--- src/rtl/battleship_pkg.sv ---
// Shared types and helpers for the battleship shot issuer.
//   coord_t     : 4-bit board coordinate, legal range GRID_MIN..GRID_MAX
//   ship_t      : one-hot ship identifier, bit4 = carrier
//   state_t     : issuer FSM states
//   in_grid     : true when a coordinate is on the board
//   cell_index  : flat 0..99 index of an on-board (x,y) square
package battleship_pkg;

  typedef logic [3:0] coord_t;
  typedef logic [4:0] ship_t;

  typedef enum logic [2:0] {
    IDLE,
    ISSUE,
    WAIT,
    UPDATE,
    DONE
  } state_t;

  localparam coord_t GRID_MIN = 4'd1;
  localparam coord_t GRID_MAX = 4'd10;

  function automatic logic in_grid(coord_t c);
    return (c >= GRID_MIN) && (c <= GRID_MAX);
  endfunction

  // Only meaningful when both coordinates are on the board; callers guard it.
  function automatic logic [6:0] cell_index(coord_t x, coord_t y);
    logic [6:0] col;
    logic [6:0] row;
    col = {3'b000, x} - 7'd1;
    row = {3'b000, y} - 7'd1;
    return (col * 7'd10) + row;
  endfunction

endpackage

--- src/rtl/battleship_shot_issuer_if.sv ---
// Shot request / result channel between the attacker-side issuer and the scorer.
//   shot_valid/shot_ready : request handshake, shot_x/shot_y/shot_big held while valid
//   res_valid             : one-cycle result pulse from the scorer
//   res_hits/near/miss/ship : result payload accompanying res_valid
// master = issuer side, slave = scorer side.
interface battleship_shot_issuer_if;
  import battleship_pkg::*;

  logic       shot_valid;
  logic       shot_ready;
  coord_t     shot_x;
  coord_t     shot_y;
  logic       shot_big;

  logic       res_valid;
  logic [3:0] res_hits;
  logic       res_near;
  logic       res_miss;
  ship_t      res_ship;

  modport master (
    output shot_valid, shot_x, shot_y, shot_big,
    input  shot_ready,
    input  res_valid, res_hits, res_near, res_miss, res_ship
  );

  modport slave (
    input  shot_valid, shot_x, shot_y, shot_big,
    output shot_ready,
    output res_valid, res_hits, res_near, res_miss, res_ship
  );

endinterface

--- src/rtl/rise_edge_detect.sv ---
// Registered rising-edge detector for a level input (used for the fire button).
//   clock : system clock
//   reset : synchronous, active-high
//   in    : level input
//   pulse : one-cycle pulse, registered, one cycle after the rising edge is sampled
module rise_edge_detect (
  input  logic clock,
  input  logic reset,
  input  logic in,
  output logic pulse
);

  logic in_q;

  // The pulse itself is registered so the downstream decision sees a clean,
  // glitch-free strobe; this adds one cycle of fire-to-issue latency.
  always_ff @(posedge clock) begin
    if (reset) begin
      in_q  <= 1'b0;
      pulse <= 1'b0;
    end else begin
      in_q  <= in;
      pulse <= in & ~in_q;
    end
  end

endmodule

--- src/rtl/battleship_shot_issuer.sv ---
// Attacker-side shot issuer for the battleship game.
// Validates a player's coordinate/bomb entry on each fire press, issues one shot
// over a valid/ready request channel, waits for the scorer's result pulse and keeps
// the game tallies used by the LED/HEX display logic.
//   clock, reset        : system clock, synchronous active-high reset
//   x_in, y_in, big_in  : player target entry (legal coordinates 1..10)
//   fire                : level fire button, edge-detected internally
//   bus (master)        : shot request channel out, scorer result channel in
//   hit_count           : total ship squares hit, saturating at TOTAL_SHIP_SQUARES
//   big_left            : big bombs still available
//   last_hit/near/miss  : result flags of the last completed shot
//   biggest_ship        : one-hot biggest ship hit by the last completed shot
//   wrong               : last fire rejected or response timed out
//   busy                : a shot is in flight
//   game_over           : every ship square has been hit
module battleship_shot_issuer
  import battleship_pkg::*;
#(
  parameter int TOTAL_SHIP_SQUARES = 19,
  parameter int BIG_BOMBS_INIT     = 2,
  parameter int RESP_TIMEOUT       = 15
) (
  input  logic                     clock,
  input  logic                     reset,
  input  coord_t                   x_in,
  input  coord_t                   y_in,
  input  logic                     big_in,
  input  logic                     fire,
  battleship_shot_issuer_if.master bus,
  output logic [4:0]               hit_count,
  output logic [1:0]               big_left,
  output logic                     last_hit,
  output logic                     last_near,
  output logic                     last_miss,
  output ship_t                    biggest_ship,
  output logic                     wrong,
  output logic                     busy,
  output logic                     game_over
);

  localparam int TW = $clog2(RESP_TIMEOUT + 1);

  state_t        state;
  state_t        state_next;
  logic          fire_pulse;
  logic [TW-1:0] timer;
  logic [99:0]   shot_map;

  logic [3:0]    res_hits_q;
  logic          res_near_q;
  logic          res_miss_q;
  ship_t         res_ship_q;

  logic          on_board;
  logic [6:0]    req_cell;
  logic          already_shot;
  logic          request_ok;

  logic          accept;
  logic          reject;
  logic          handshake;
  logic          timeout;
  logic          capture_res;
  logic          do_update;

  logic [5:0]    hit_sum;
  logic [4:0]    hit_new;

  rise_edge_detect u_fire_edge (
    .clock (clock),
    .reset (reset),
    .in    (fire),
    .pulse (fire_pulse)
  );

  // Request legality. The map lookup is masked for off-board coordinates since the
  // flat index is meaningless there. Duplicates only block small shots; a big bomb
  // may land on a square already shot as long as one is left.
  always_comb begin
    on_board     = in_grid(x_in) && in_grid(y_in);
    req_cell     = cell_index(x_in, y_in);
    already_shot = on_board ? shot_map[req_cell] : 1'b0;
    request_ok   = on_board && (big_in ? (big_left != 2'd0) : !already_shot);
  end

  // Saturating hit tally computed one bit wider so the sum cannot wrap.
  always_comb begin
    hit_sum = {1'b0, hit_count} + {2'b00, res_hits_q};
    hit_new = (hit_sum >= 6'(TOTAL_SHIP_SQUARES)) ? 5'(TOTAL_SHIP_SQUARES) : hit_sum[4:0];
  end

  always_ff @(posedge clock) begin
    if (reset) begin
      state <= IDLE;
    end else begin
      state <= state_next;
    end
  end

  // Next-state logic plus one-cycle strobes that tell the datapath what to do.
  always_comb begin
    state_next  = state;
    accept      = 1'b0;
    reject      = 1'b0;
    handshake   = 1'b0;
    timeout     = 1'b0;
    capture_res = 1'b0;
    do_update   = 1'b0;
    case (state)
      IDLE: begin
        if (fire_pulse) begin
          if (request_ok) begin
            accept     = 1'b1;
            state_next = ISSUE;
          end else begin
            reject = 1'b1;
          end
        end
      end
      ISSUE: begin
        if (bus.shot_ready) begin
          handshake  = 1'b1;
          state_next = WAIT;
        end
      end
      WAIT: begin
        // The cycle with timer == RESP_TIMEOUT-1 is the last chance for a
        // result, giving exactly RESP_TIMEOUT cycles of waiting.
        if (bus.res_valid) begin
          capture_res = 1'b1;
          state_next  = UPDATE;
        end else if (timer == TW'(RESP_TIMEOUT - 1)) begin
          timeout    = 1'b1;
          state_next = IDLE;
        end
      end
      UPDATE: begin
        do_update  = 1'b1;
        state_next = (hit_new == 5'(TOTAL_SHIP_SQUARES)) ? DONE : IDLE;
      end
      DONE: begin
        state_next = DONE;
      end
      default: begin
        state_next = IDLE;
      end
    endcase
  end

  // Datapath registers driven by the FSM strobes. A reset mid-shot simply
  // discards everything, including any spent big bomb.
  always_ff @(posedge clock) begin
    if (reset) begin
      bus.shot_x   <= '0;
      bus.shot_y   <= '0;
      bus.shot_big <= 1'b0;
      hit_count    <= '0;
      big_left     <= 2'(BIG_BOMBS_INIT);
      last_hit     <= 1'b0;
      last_near    <= 1'b0;
      last_miss    <= 1'b0;
      biggest_ship <= '0;
      wrong        <= 1'b0;
      shot_map     <= '0;
      timer        <= '0;
      res_hits_q   <= '0;
      res_near_q   <= 1'b0;
      res_miss_q   <= 1'b0;
      res_ship_q   <= '0;
    end else begin
      if (accept) begin
        bus.shot_x         <= x_in;
        bus.shot_y         <= y_in;
        bus.shot_big       <= big_in;
        wrong              <= 1'b0;
        shot_map[req_cell] <= 1'b1;
      end
      if (reject) begin
        wrong <= 1'b1;
      end
      if (handshake) begin
        timer <= '0;
        if (bus.shot_big) begin
          big_left <= big_left - 2'd1;
        end
      end else if (state == WAIT) begin
        timer <= timer + TW'(1);
      end
      if (capture_res) begin
        res_hits_q <= bus.res_hits;
        res_near_q <= bus.res_near;
        res_miss_q <= bus.res_miss;
        res_ship_q <= bus.res_ship;
      end
      if (timeout) begin
        wrong     <= 1'b1;
        last_hit  <= 1'b0;
        last_near <= 1'b0;
        last_miss <= 1'b0;
      end
      if (do_update) begin
        hit_count    <= hit_new;
        last_hit     <= (res_hits_q != 4'd0);
        last_near    <= res_near_q;
        last_miss    <= res_miss_q;
        biggest_ship <= res_ship_q;
      end
    end
  end

  assign bus.shot_valid = (state == ISSUE);
  assign busy           = (state != IDLE) && (state != DONE);
  assign game_over      = (state == DONE);

endmodule
--- src/flat_wrapper.sv ---
// flat-port wrapper written by rule: the top's interface ports become plain ports
module battleship_shot_issuer_flat import battleship_pkg::*;
#(
  parameter int TOTAL_SHIP_SQUARES = 19,
  parameter int BIG_BOMBS_INIT     = 2,
  parameter int RESP_TIMEOUT       = 15
)
  (clock, reset, x_in, y_in, big_in, fire, hit_count, big_left, last_hit, last_near, last_miss, biggest_ship, wrong, busy, game_over, bus_shot_valid, bus_shot_x, bus_shot_y, bus_shot_big, bus_shot_ready, bus_res_valid, bus_res_hits, bus_res_near, bus_res_miss, bus_res_ship);
  battleship_shot_issuer_if bus_i ();
  input  logic clock;
  input  logic reset;
  input  coord_t x_in;
  input  coord_t y_in;
  input  logic big_in;
  input  logic fire;
  output logic [4:0] hit_count;
  output logic [1:0] big_left;
  output logic last_hit;
  output logic last_near;
  output logic last_miss;
  output ship_t biggest_ship;
  output logic wrong;
  output logic busy;
  output logic game_over;
  output wire logic [$bits(bus_i.shot_valid)-1:0] bus_shot_valid;
  output wire logic [$bits(bus_i.shot_x)-1:0] bus_shot_x;
  output wire logic [$bits(bus_i.shot_y)-1:0] bus_shot_y;
  output wire logic [$bits(bus_i.shot_big)-1:0] bus_shot_big;
  input wire logic [$bits(bus_i.shot_ready)-1:0] bus_shot_ready;
  input wire logic [$bits(bus_i.res_valid)-1:0] bus_res_valid;
  input wire logic [$bits(bus_i.res_hits)-1:0] bus_res_hits;
  input wire logic [$bits(bus_i.res_near)-1:0] bus_res_near;
  input wire logic [$bits(bus_i.res_miss)-1:0] bus_res_miss;
  input wire logic [$bits(bus_i.res_ship)-1:0] bus_res_ship;
  assign bus_shot_valid = bus_i.shot_valid;
  assign bus_shot_x = bus_i.shot_x;
  assign bus_shot_y = bus_i.shot_y;
  assign bus_shot_big = bus_i.shot_big;
  assign bus_i.shot_ready = bus_shot_ready;
  assign bus_i.res_valid = bus_res_valid;
  assign bus_i.res_hits = bus_res_hits;
  assign bus_i.res_near = bus_res_near;
  assign bus_i.res_miss = bus_res_miss;
  assign bus_i.res_ship = bus_res_ship;
  battleship_shot_issuer #(.TOTAL_SHIP_SQUARES(TOTAL_SHIP_SQUARES), .BIG_BOMBS_INIT(BIG_BOMBS_INIT), .RESP_TIMEOUT(RESP_TIMEOUT)) u_core (.clock(clock), .reset(reset), .x_in(x_in), .y_in(y_in), .big_in(big_in), .fire(fire), .bus(bus_i), .hit_count(hit_count), .big_left(big_left), .last_hit(last_hit), .last_near(last_near), .last_miss(last_miss), .biggest_ship(biggest_ship), .wrong(wrong), .busy(busy), .game_over(game_over));
endmodule
--- config.mk ---
export PLATFORM = sky130hd
export DESIGN_NAME = battleship_shot_issuer_flat
export DESIGN_NICKNAME = d
export VERILOG_FILES = /design/src/rtl/battleship_pkg.sv /design/src/rtl/battleship_shot_issuer_if.sv /design/src/rtl/rise_edge_detect.sv /design/src/rtl/battleship_shot_issuer.sv /design/src/flat_wrapper.sv
export SDC_FILE = /design/constraint.sdc
export NUM_CORES = 1
export LEC_CHECK = 0
export CORE_MARGIN = 5
export CORE_UTILIZATION = 40
export DETAILED_ROUTE_END_ITERATION = 16
export MAX_ROUTING_LAYER = met4
export RECOVER_POWER = 50
export SKIP_LAST_GASP = 1
export SLEW_MARGIN = 20
export SYNTH_ARGS = -nofsm -noshare
export SYNTH_HDL_FRONTEND = slang
export SYNTH_SLANG_ARGS = --single-unit
--- constraint.sdc ---
create_clock -name clock -period 8.45 [get_ports clock]
set_input_delay 2.535 -clock clock [delete_from_list [all_inputs] [get_ports clock]]
set_output_delay 2.535 -clock clock [all_outputs]
set_load 0.005 [all_outputs]
== After elaboration in Yosys (flattened, before gate mapping) ==
Index checks and enable logic that the tools add are counted.
W data, S select, Z words.

* Multipliers: 1
* Add/subtract/negate cells: 6
* Multiplexer cells: 35
* Bitwise logic cells: 3
* Reduce and logical (&&, ||, !) cells: 16
* $lt $le $gt $ge: 7
* Equal/unequal tests: 11

{| class="wikitable"
|+ Operator list
! cell !! count
|-
| $or A100 B100 Y100 || 1
|-
| $mux W1 || 25
|-
| $mux W3 || 6
|-
| $pmux W3 S5 || 1
|-
| $sub A4 B1 Y5 const B || 2
|-
| $ge A4 B1 Y1 const B || 2
|-
| $le A4 B4 Y1 const B || 2
|-
| $lt A7 B8 Y1 const B || 1
|-
| $add A7 B7 Y7 || 1
|-
| $bmux W1 S7 || 1
|-
| $demux W1 S7 || 1
|-
| $ge A7 B1 Y1 const B || 1
|-
| $mul A7 B3 Y6 const B || 1
|-
| $add A5 B4 Y6 || 1
|-
| $eq A3 B2 Y1 const B || 2
|-
| $ge A6 B5 Y1 const B || 1
|-
| $logic_and A1 B1 Y1 || 6
|-
| $reduce_bool A3 Y1 || 2
|-
| $eq A5 B5 Y1 const B || 1
|-
| $mux W5 || 1
|-
| $add A4 B1 Y4 const B || 1
|-
| $eq A4 B4 Y1 const B || 1
|-
| $ne A2 B1 Y1 const B || 2
|-
| $reduce_and A4 Y1 || 1
|-
| 14 further kinds || 15
|}

* Input port bits: 25
* Output and inout bits: 28
* Register bits: 145

== Depth between registers and ports, before layout ==
Gate-level depths: netlist of run 1.

* Depth after elaboration: 15
* Gate-level depth with buffers: 19
* Mapped depth without buffers: 16

== Hierarchy ==
A second synthesis of run 1 with hierarchy kept.

* Cell total of the unflattened synthesis: 800
* Area, all modules: 7115.6 µm²

{| class="wikitable"
|+ Modules (own cells, without submodules)
! module !! times used !! cells an instance !! seq. area each (µm²) !! area each (µm²)
|-
| battleship_shot_issuer || 1 || 796 || 2862.7 || 7056.8
|-
| rise_edge_detect || 1 || 4 || 40.0 || 58.8
|}

== Worst setup path before layout of run 1 ==
No wires, ideal clock.

* Kind: input -> register
* From: input y_in[0]
* To: register u_core.shot_map[28]
* Stages: 18
* Path slack: 2408 ps
* Data arrival time: 5897 ps
* Library setup time: 145 ps
* Cells stage by stage: buf_2 > clkinv_1 > ha_1 > inv_1 > ha_1 > fa_1 > buf_4 > buf_6 > nor2_1 > mux4_2 > a21o_1 > and2_1 > o41ai_2 > o221ai_2 > nand2_1 > buf_6 > buf_6 > o32ai_1

* Word-level cells in the longest chain between the ends: 11
* Elaborated cells on any way between the ends: 21

{| class="wikitable"
|+ Ends and longest elaborated chain
! what !! RTL line !! RTL
|-
| start: declaration || flat_wrapper.sv:13 || <nowiki>input coord_t y_in;</nowiki>
|-
| $sub A4 B1 Y5 || battleship_pkg.sv:32 || <nowiki>row = {3'b000, y} - 7'd1;</nowiki>
|-
| $add A7 B7 Y7 || battleship_pkg.sv:33 || <nowiki>return (col * 7'd10) + row;</nowiki>
|-
| $bmux W1 S7 || battleship_shot_issuer.sv:82 || <nowiki>already_shot = on_board ? shot_map[req_cell] : 1'b0;</nowiki>
|-
| $mux W1 (implied by the code) || battleship_shot_issuer.sv:82 ||
|-
| $mux W1 || battleship_shot_issuer.sv:82 ||
|-
| $logic_not A1 Y1 || battleship_shot_issuer.sv:83 || <nowiki>request_ok = on_board && (big_in ? (big_left != 2'd0) : !already_shot);</nowiki>
|-
| $mux W1 || battleship_shot_issuer.sv:83 ||
|-
| $logic_and A1 B1 Y1 || battleship_shot_issuer.sv:83 ||
|-
| $mux W1 || battleship_shot_issuer.sv:112 || <nowiki>if (request_ok) begin</nowiki>
|-
| $mux W1 || battleship_shot_issuer.sv:111 || <nowiki>if (fire_pulse) begin</nowiki>
|-
| $mux W1 || battleship_shot_issuer.sv:109 || <nowiki>case (state)</nowiki>
|-
| end signal: assignment || battleship_shot_issuer.sv:164 || <nowiki>shot_map <= '0;</nowiki>
|-
| end signal: indexed assignment || battleship_shot_issuer.sv:176 || <nowiki>shot_map[req_cell] <= 1'b1;</nowiki>
|-
| end: declaration || battleship_shot_issuer.sv:47 || <nowiki>logic [99:0] shot_map;</nowiki>
|}

Parallel ways exist; a longest one is shown, timed or not. The select of a mux whose other input is x is not followed.
A chain may end at the register's enable or synchronous reset.

== Worst setup path in the final report of run 1 ==
* From: input x_in[0]
* To: register u_core.shot_map[52]

* Word-level cells in the longest chain between the ends: 12
* Elaborated cells on any way between the ends: 22

{| class="wikitable"
|+ Ends and longest elaborated chain
! what !! RTL line !! RTL
|-
| start: declaration || flat_wrapper.sv:12 || <nowiki>input coord_t x_in;</nowiki>
|-
| $sub A4 B1 Y5 || battleship_pkg.sv:31 || <nowiki>col = {3'b000, x} - 7'd1;</nowiki>
|-
| $mul A7 B3 Y6 || battleship_pkg.sv:33 ||
|-
| $add A7 B7 Y7 || battleship_pkg.sv:33 ||
|-
| $bmux W1 S7 || battleship_shot_issuer.sv:82 ||
|-
| $mux W1 (implied by the code) || battleship_shot_issuer.sv:82 ||
|-
| $mux W1 || battleship_shot_issuer.sv:82 ||
|-
| $logic_not A1 Y1 || battleship_shot_issuer.sv:83 ||
|-
| $mux W1 || battleship_shot_issuer.sv:83 ||
|-
| $logic_and A1 B1 Y1 || battleship_shot_issuer.sv:83 ||
|-
| $mux W1 || battleship_shot_issuer.sv:112 ||
|-
| $mux W1 || battleship_shot_issuer.sv:111 ||
|-
| $mux W1 || battleship_shot_issuer.sv:109 ||
|}

Parallel ways exist; a longest one is shown, timed or not. The select of a mux whose other input is x is not followed.

==> impl_metrics.json, run 1 <==
{
  "outcome": "finished, violations left",
  "failed_checks": "max-capacitance violations, max-slew violations",
  "finClkSkew_ps": 10.3,
  "post_cts_buffers": 0,
  "wl_per_cell_um": 17.2,
  "final_util": 0.463,
  "synth_area_per_cell_sq_um": 9.26,
  "final-setup-viol-count": 0,
  "cts_tree": "yes",
  "combPwrFrac": 0.203,
  "num-fill-cells": 1741,
  "dpl.hpwl_mm": 11.4,
  "antenna_found_initial": 0,
  "min_period_ps": 7340,
  "first_global_vias": 5368,
  "slew_viol_final": 82,
  "cts_buffer_depth": 2,
  "total_power_mw": 1.75,
  "postSynthCellCount": 775,
  "p_int_mw": 1.20,
  "crit_type": "in2reg",
  "async_flop_share": 0,
  "max_cap_violations": 1,
  "path_clk_slew_ps": 70,
  "ys.warnings.count": 0,
  "finalNonFillerCells": 1039,
  "io_pins": 53,
  "clkLatencyLatePin_ps": 420,
  "root_buffer": "clkbuf_16",
  "crit_path_end_kind": "register",
  "grt_pass1_wl_mm": 28.8,
  "die_w_um": 144,
  "path_buf_inv": 5,
  "power_density_nw_per_um2": 212,
  "place_inst": 1007,
  "grt_remaining_overflow": 0,
  "place_area_sq_um": 7710,
  "yosysSeqAreaShare": 0.405,
  "final_area_sq_um": 8240,
  "rows": 49,
  "yosysMostFrequentCell": "dfxtp_1",
  "routed_wirelength_mm": 17.9,
  "yosysTopAreaCell": "dfxtp_1",
  "worst_pin_slew_ps": 3550,
  "layout_setup_ws_ps": 1110,
  "synth.cells.most_frequent": "145 x dfxtp_1, 122 x inv_1, 93 x o32ai_1, 73 x nand2_1, 32 x nor2_1",
  "syn_area_sq_um": 7170,
  "power_frac_seq": 0.397,
  "gr-usage-all-layers": 0.180,
  "place.gp.congestion": 0.853,
  "pre_cts_slack_ps": 1040,
  "setup_tns_ps": 0,
  "ys.flop_type": "dfxtp_1",
  "viasPerCell": 5.47,
  "h-tree-depth": 4,
  "hold_viol_final": 0,
  "drc": 0,
  "drt_pass1_iterations": 5,
  "ys_ff_latch": 145,
  "dieArea_sq_um": 20700,
  "finalCritPeriodShare": 0.869,
  "hold_path.class": "reg2reg",
  "startpoint_type": "input pin",
  "port_buffers": 52,
  "grt_max_degree": 82,
  "synth_cell_type_count": 64,
  "cp_max_fo": 42,
  "hold_ws_ps": 394,
  "p_switching_uw": 544,
  "relSlewSlack": -1.37,
  "core_sq_um": 17800,
  "cts_sinks": 145,
  "leakage_nw": 2.86,
  "finalNetCount": 847,
  "vdd_drop_max_v": 0.000128,
  "max_stage_delay_ps": 660,
  "critical-path-slowest-cell": "dlygate4sd3_1",
  "crit_chain": "dlygate4sd3_1 -> inv_1 -> ha_1 -> xor2_1 -> ha_1 -> ha_1 -> inv_1 -> fa_1 -> inv_1 -> ha_1 -> nand2_1 -> o21ai_0 -> xnor3_1 -> a41oi_1 -> o221ai_1 -> nand2_4 -> buf_4 -> o32ai_1",
  "max_freq_mhz": 136,
  "swShare": 0.312,
  "cpMostUsedCell": "ha_1",
  "crit_family": "adder cells",
  "clockPowerShare": 0.401,
  "ant_nets": 0,
  "synth_area_leaders": "dfxtp_1 40%, o32ai_1 11%, inv_1 6.4%",
  "drtIter0Drc": 464,
  "start_util": 0.403,
  "cp.required_ps": 8580,
  "cp.arrival_ps": 7470,
  "antenna_cells": 0,
  "vias": 5679,
  "synth_edf_count": 0,
  "drive_gt1_frac": 0.0938,
  "cts_resized": 0,
  "syn_nets": 825,
  "synth_top_area_frac": 0.405,
  "holdBufCountCts": 0,
  "cts_buffers": 17,
  "rsz0062_at_grt": "false",
  "syn2layout_area_growth_pct": 14.9,
  "die_y_um": 144
}
==> power groups by stage <==
| stage | Clock (mW) | Sequential [mW] | Combinational [mW] |
|---|---|---|---|
| final | 0.699 | 0.692 | 0.354 |
| after global placement | 0 | 0.707 | 0.355 |
| after CTS | 0.714 | 0.692 | 0.355 |
| after floorplan | 0 | 0.707 | 0.267 |
| after detailed placement | 0 | 0.708 | 0.353 |
| after global routing | 0.747 | 0.692 | 0.382 |
==> sequential cells by signal (all words and copies together), names as in the netlist <==
| signal | flops |
|---|---|
| u_core.shot_map | 100 |
| u_core.biggest_ship | 5 |
| u_core.hit_count | 5 |
| u_core.res_ship_q | 5 |
| u_core.bus.shot_x | 4 |
| u_core.bus.shot_y | 4 |
| u_core.res_hits_q | 4 |
| u_core.timer | 4 |
| u_core.state | 3 |
| u_core.big_left | 2 |
| u_core.bus.shot_big | 1 |
| u_core.last_hit | 1 |
| u_core.last_miss | 1 |
| u_core.last_near | 1 |
| u_core.res_miss_q | 1 |
| u_core.res_near_q | 1 |
| u_core.u_fire_edge.in_q | 1 |
| u_core.u_fire_edge.pulse | 1 |
| u_core.wrong | 1 |
==> cells by family after synthesis <==
logic type / after synthesis / share of synthesized area
compound gates: 191 / 0.215
xor+xnor: 19 / 0.0251
fa+ha+maj: 25 / 0.0467
buf+inv: 182 / 0.115
flops: 145 / 0.405
mux: 33 / 0.0741
simple gates: 180 / 0.119
==> layer usage <==
layer  GRT usage  vias up  routed length, um
li1            -     2806                  -
met1       0.248     2742               8740
met2       0.278      120               8280
met3      0.0349       11                749
met4      0.0372        0                136
met5           -        -                  0
==> layout make-up <==
type	count	area, sq um	area share
Tap cell	229	287	0.0348
Timing Repair Buffer	61	592	0.0718
Clock buffer	19	443	0.0538
Clock inverter	13	103	0.0125
Multi-Input combinational cell	448	3450	0.418
Inverter	124	465	0.0565
Sequential cell	145	2900	0.352
==> worst paths after layout <==
kind,from,endpoint,depth (start not counted),slack [ps]
setup / recovery,x_in[0],u_core.shot_map[52],18,1110
setup reg to reg,u_core.state[0],u_core.shot_map[52],7,5380
hold / removal,u_core.u_fire_edge.in_q,u_core.u_fire_edge.pulse,1,390
hold reg to reg,u_core.u_fire_edge.in_q,u_core.u_fire_edge.pulse,1,390
==> worst register-to-register path, stage by stage (launching register included) <==
cell	delay, ps
dfxtp_1	350
or2_2	330
nor3b_1	350
nand3_1	150
a211oi_1	610
nand2_4	480
buf_4	390
o32ai_1	310
==> placed cells by master, fill, tap and decap left out, types with 3 or more instances in the layout <==
cell / n
a211oi_1: 5
mux4_2: 16
nand3_1: 13
o21ai_0: 10
clkinv_4: 3
a31oi_1: 4
and2_1: 3
dfxtp_1: 145
nor2_1: 32
clkbuf_16: 17
nor3_1: 10
a21o_1: 3
ha_1: 22
xnor2_1: 10
clkdlybuf4s50_1: 22
a21oi_1: 30
xor2_1: 8
inv_6: 4
nand2b_1: 28
nand2_1: 72
o211a_1: 3
inv_1: 122
o32ai_2: 7
dlygate4sd3_1: 29
nor2b_1: 5
o22ai_1: 8
a22oi_1: 4
clkinv_2: 3
mux2i_1: 16
nor3b_1: 5
o32ai_1: 93
buf_4: 7
No activity file was read; power rests on OpenSTA's default activity.
==> inputs of run 2 (changes only) <==
--- a/config.mk
+++ b/config.mk
@@ -8,8 +8,10 @@
 export CORE_MARGIN = 5
 export CORE_UTILIZATION = 40
 export DETAILED_ROUTE_END_ITERATION = 16
+export HOLD_SLACK_MARGIN = 0.02
 export MAX_ROUTING_LAYER = met4
 export RECOVER_POWER = 50
+export SETUP_SLACK_MARGIN = 0.15
 export SKIP_LAST_GASP = 1
 export SLEW_MARGIN = 20
 export SYNTH_ARGS = -nofsm -noshare
==> results of run 2 <==
The final DEF is identical to that of run 1; final timing and power are the same.
==> inputs of run 3 (changes only) <==
--- a/config.mk
+++ b/config.mk
@@ -5,11 +5,14 @@
 export SDC_FILE = /design/constraint.sdc
 export NUM_CORES = 1
 export LEC_CHECK = 0
+export CELL_PAD_IN_SITES_DETAIL_PLACEMENT = 1
+export CELL_PAD_IN_SITES_GLOBAL_PLACEMENT = 1
 export CORE_MARGIN = 5
 export CORE_UTILIZATION = 40
 export DETAILED_ROUTE_END_ITERATION = 16
 export HOLD_SLACK_MARGIN = 0.02
 export MAX_ROUTING_LAYER = met4
+export PLACE_DENSITY_LB_ADDON = 0.1
 export RECOVER_POWER = 50
 export SETUP_SLACK_MARGIN = 0.15
 export SKIP_LAST_GASP = 1
==> constraint.sdc (replaced) <==
create_clock -name clock -period 6.57 [get_ports clock]
set_input_delay 1.971 -clock clock [delete_from_list [all_inputs] [get_ports clock]]
set_output_delay 1.971 -clock clock [all_outputs]
set_load 0.005 [all_outputs]
==> run 3 against run 2 <==
The flow still finishes with violations (max-capacitance violations, max-slew violations). Sequential share of layout area decreased by 0.90 points. Critical path type unchanged. Flip-flop and latch count unchanged. Clock skew down 0.98 ps. Non-clock buffer count increased by 9. Largest cell class unchanged. Die area stayed put.
==> impl_metrics.json, run 3 (synthesis gave the netlist of run 1 again) <==
{
  "outcome": "finished, violations left",
  "failed_checks": "max-capacitance violations, max-slew violations",
  "clkLatencyLatePin_ps": 420,
  "slew_viol_final": 156,
  "drive_gt1_frac": 0.106,
  "viasPerCell": 5.65,
  "largest_reg_flops": 100,
  "max_stage_delay_ps": 580,
  "finClkSkew_ps": 9.28,
  "cts_buffer_depth": 2,
  "cts_resized": 0,
  "relSlewSlack": -0.550,
  "h-tree-depth": 4,
  "io_pins": 53,
  "die_y_um": 144,
  "r2r_setup_slack_ps": 3900,
  "rr_worst_depth": 9,
  "rows": 49,
  "worst_pin_slew_ps": 2320,
  "setup_tns_ps": 0,
  "max_freq_mhz": 161,
  "root_buffer": "clkbuf_16",
  "layout_common_cells": "145 x dfxtp_1, 122 x inv_1, 95 x o32ai_1",
  "ant_nets": 0,
  "hold_viol_final": 0,
  "grt_remaining_overflow": 0,
  "hold_end": "u_core.u_fire_edge.pulse",
  "min_path_cells": 1,
  "cts_sinks": 145,
  "cp.arrival_ps": 6500,
  "hp-start": "u_core.u_fire_edge.in_q",
  "num-fill-cells": 2039,
  "power_density_nw_per_um2": 295,
  "drt_pass1_iterations": 5,
  "crit_family": "adder cells",
  "final-setup-viol-count": 0,
  "path_clk_slew_ps": 60,
  "startpoint_type": "input pin",
  "crit_type": "in2reg",
  "critical-path-slowest-cell": "clkdlybuf4s50_1",
  "start_util": 0.403,
  "drtIter0Drc": 400,
  "core_sq_um": 17800,
  "grt_pass1_wl_mm": 34.0,
  "crit_chain": "clkdlybuf4s50_1 -> inv_1 -> ha_1 -> inv_1 -> ha_1 -> ha_1 -> inv_1 -> fa_1 -> inv_1 -> ha_1 -> nand2_1 -> o21ai_1 -> xnor3_1 -> a31o_1 -> o221ai_2 -> nand2_4 -> buf_12 -> o32ai_1",
  "antenna_cells": 0,
  "crit_path_end_kind": "register",
  "antenna_found_initial": 0,
  "leakage_nw": 2.97,
  "syn2layout_area_growth_pct": 17.9,
  "first_global_vias": 6255,
  "reg2reg_from": "u_core.shot_map[41]",
  "routed_wirelength_mm": 20.7,
  "vdd_drop_max_v": 0.000197,
  "top_register": "u_core.shot_map",
  "dieArea_sq_um": 20700,
  "die_w_um": 144,
  "dpl.hpwl_mm": 13.9,
  "cts_tree": "yes",
  "holdBufCountCts": 0,
  "vias": 5923,
  "max_cap_violations": 2,
  "cp.required_ps": 6860,
  "cp_max_fo": 50,
  "place.gp.congestion": 0.846,
  "min_period_ps": 6210,
  "r2r_end": "u_core.shot_map[77]",
  "cts_buffers": 17,
  "wl_per_cell_um": 19.7,
  "final_util": 0.476,
  "post_cts_buffers": 0,
  "drc": 0,
  "finalNetCount": 856,
  "gr-usage-all-layers": 0.216,
  "port_buffers": 52,
  "rsz0062_at_grt": "false",
  "finalCritPeriodShare": 0.945,
  "hold_path.class": "reg2reg",
  "grt_max_degree": 116,
  "path_buf_inv": 6,
  "final_common_cell": "dfxtp_1"
}
run 3: cell count changes in the layout (fill, tap and decap cells not counted), moves of 2 or more:
cell,previous run,this run
buf_4,7,14
bufinv_16,0,5
buf_12,1,3
clkbuf_8,1,3
inv_6,4,2
o32ai_1,93,95
o32ai_2,7,5
run 3: per-layer routing:
layer | GRT usage | share of wire | routed length [um]
met5 | - | 0 | 0
met4 | 0.0669 | 0.016 | 340
met3 | 0.0413 | 0.051 | 1060
met2 | 0.345 | 0.47 | 9820
met1 | 0.277 | 0.46 | 9470
run 3: cell type report:
| class | count | area (sq um) | share of cell area |
|---|---|---|---|
| multi-input combinational | 448 | 3450 | 0.408 |
| clock buffer | 20 | 467 | 0.0552 |
| clock inverter | 12 | 203 | 0.0240 |
| tap | 229 | 287 | 0.0339 |
| timing repair buffer | 70 | 684 | 0.0809 |
| sequential | 145 | 2900 | 0.343 |
| inverter | 124 | 465 | 0.0550 |
run 3: through the flow:
stage                     total power [mW]  area, sq um  hold slack [ps]  setup WS [ps]  std cells
after floorplan                       1.25         7170              367           1090        775
after global placement                1.41         7800              378            214       1016
after detailed placement              1.42         7800              380           6.65       1016
after CTS                             2.52         8470              392            425       1048
after global routing                  2.60         8460              399            103       1048
final                                 2.50         8460              387            361       1048
run 3: how the worst max path moves through the flow:
stage | from | end | slack, ps | depth (start not counted)
2_1_floorplan | y_in[0] | u_core.shot_map[28] | 1090 | 18
3_3_place_gp | x_in[0] | u_core.shot_map[60] | 210 | 17
3_5_place_dp | x_in[0] | u_core.shot_map[20] | 7 | 18
4_1_cts | x_in[0] | u_core.shot_map[77] | 430 | 18
5_1_grt | x_in[0] | u_core.shot_map[77] | 100 | 18
6_report | x_in[0] | u_core.shot_map[77] | 360 | 18
run 3: where the power goes:
group | leakage (nW) | total (mW) | switching, mW | internal [mW]
Combinational | 1.48 | 0.512 | 0.332 | 0.180
Clock | 0.327 | 1.10 | 0.388 | 0.707
Sequential | 1.17 | 0.891 | 0.00431 | 0.886
Total | 2.97 | 2.50 | 0.725 | 1.77
run 3: worst reg2reg max path: cells and delay by family, from the launching register on:
kind                   cells  cell delay (ps)
AO/OA/AOI/OAI              4              930
flip-flops                 1              340
multiplexers               2              570
AND/OR/NAND/NOR            2              350
buffers and inverters      1              240
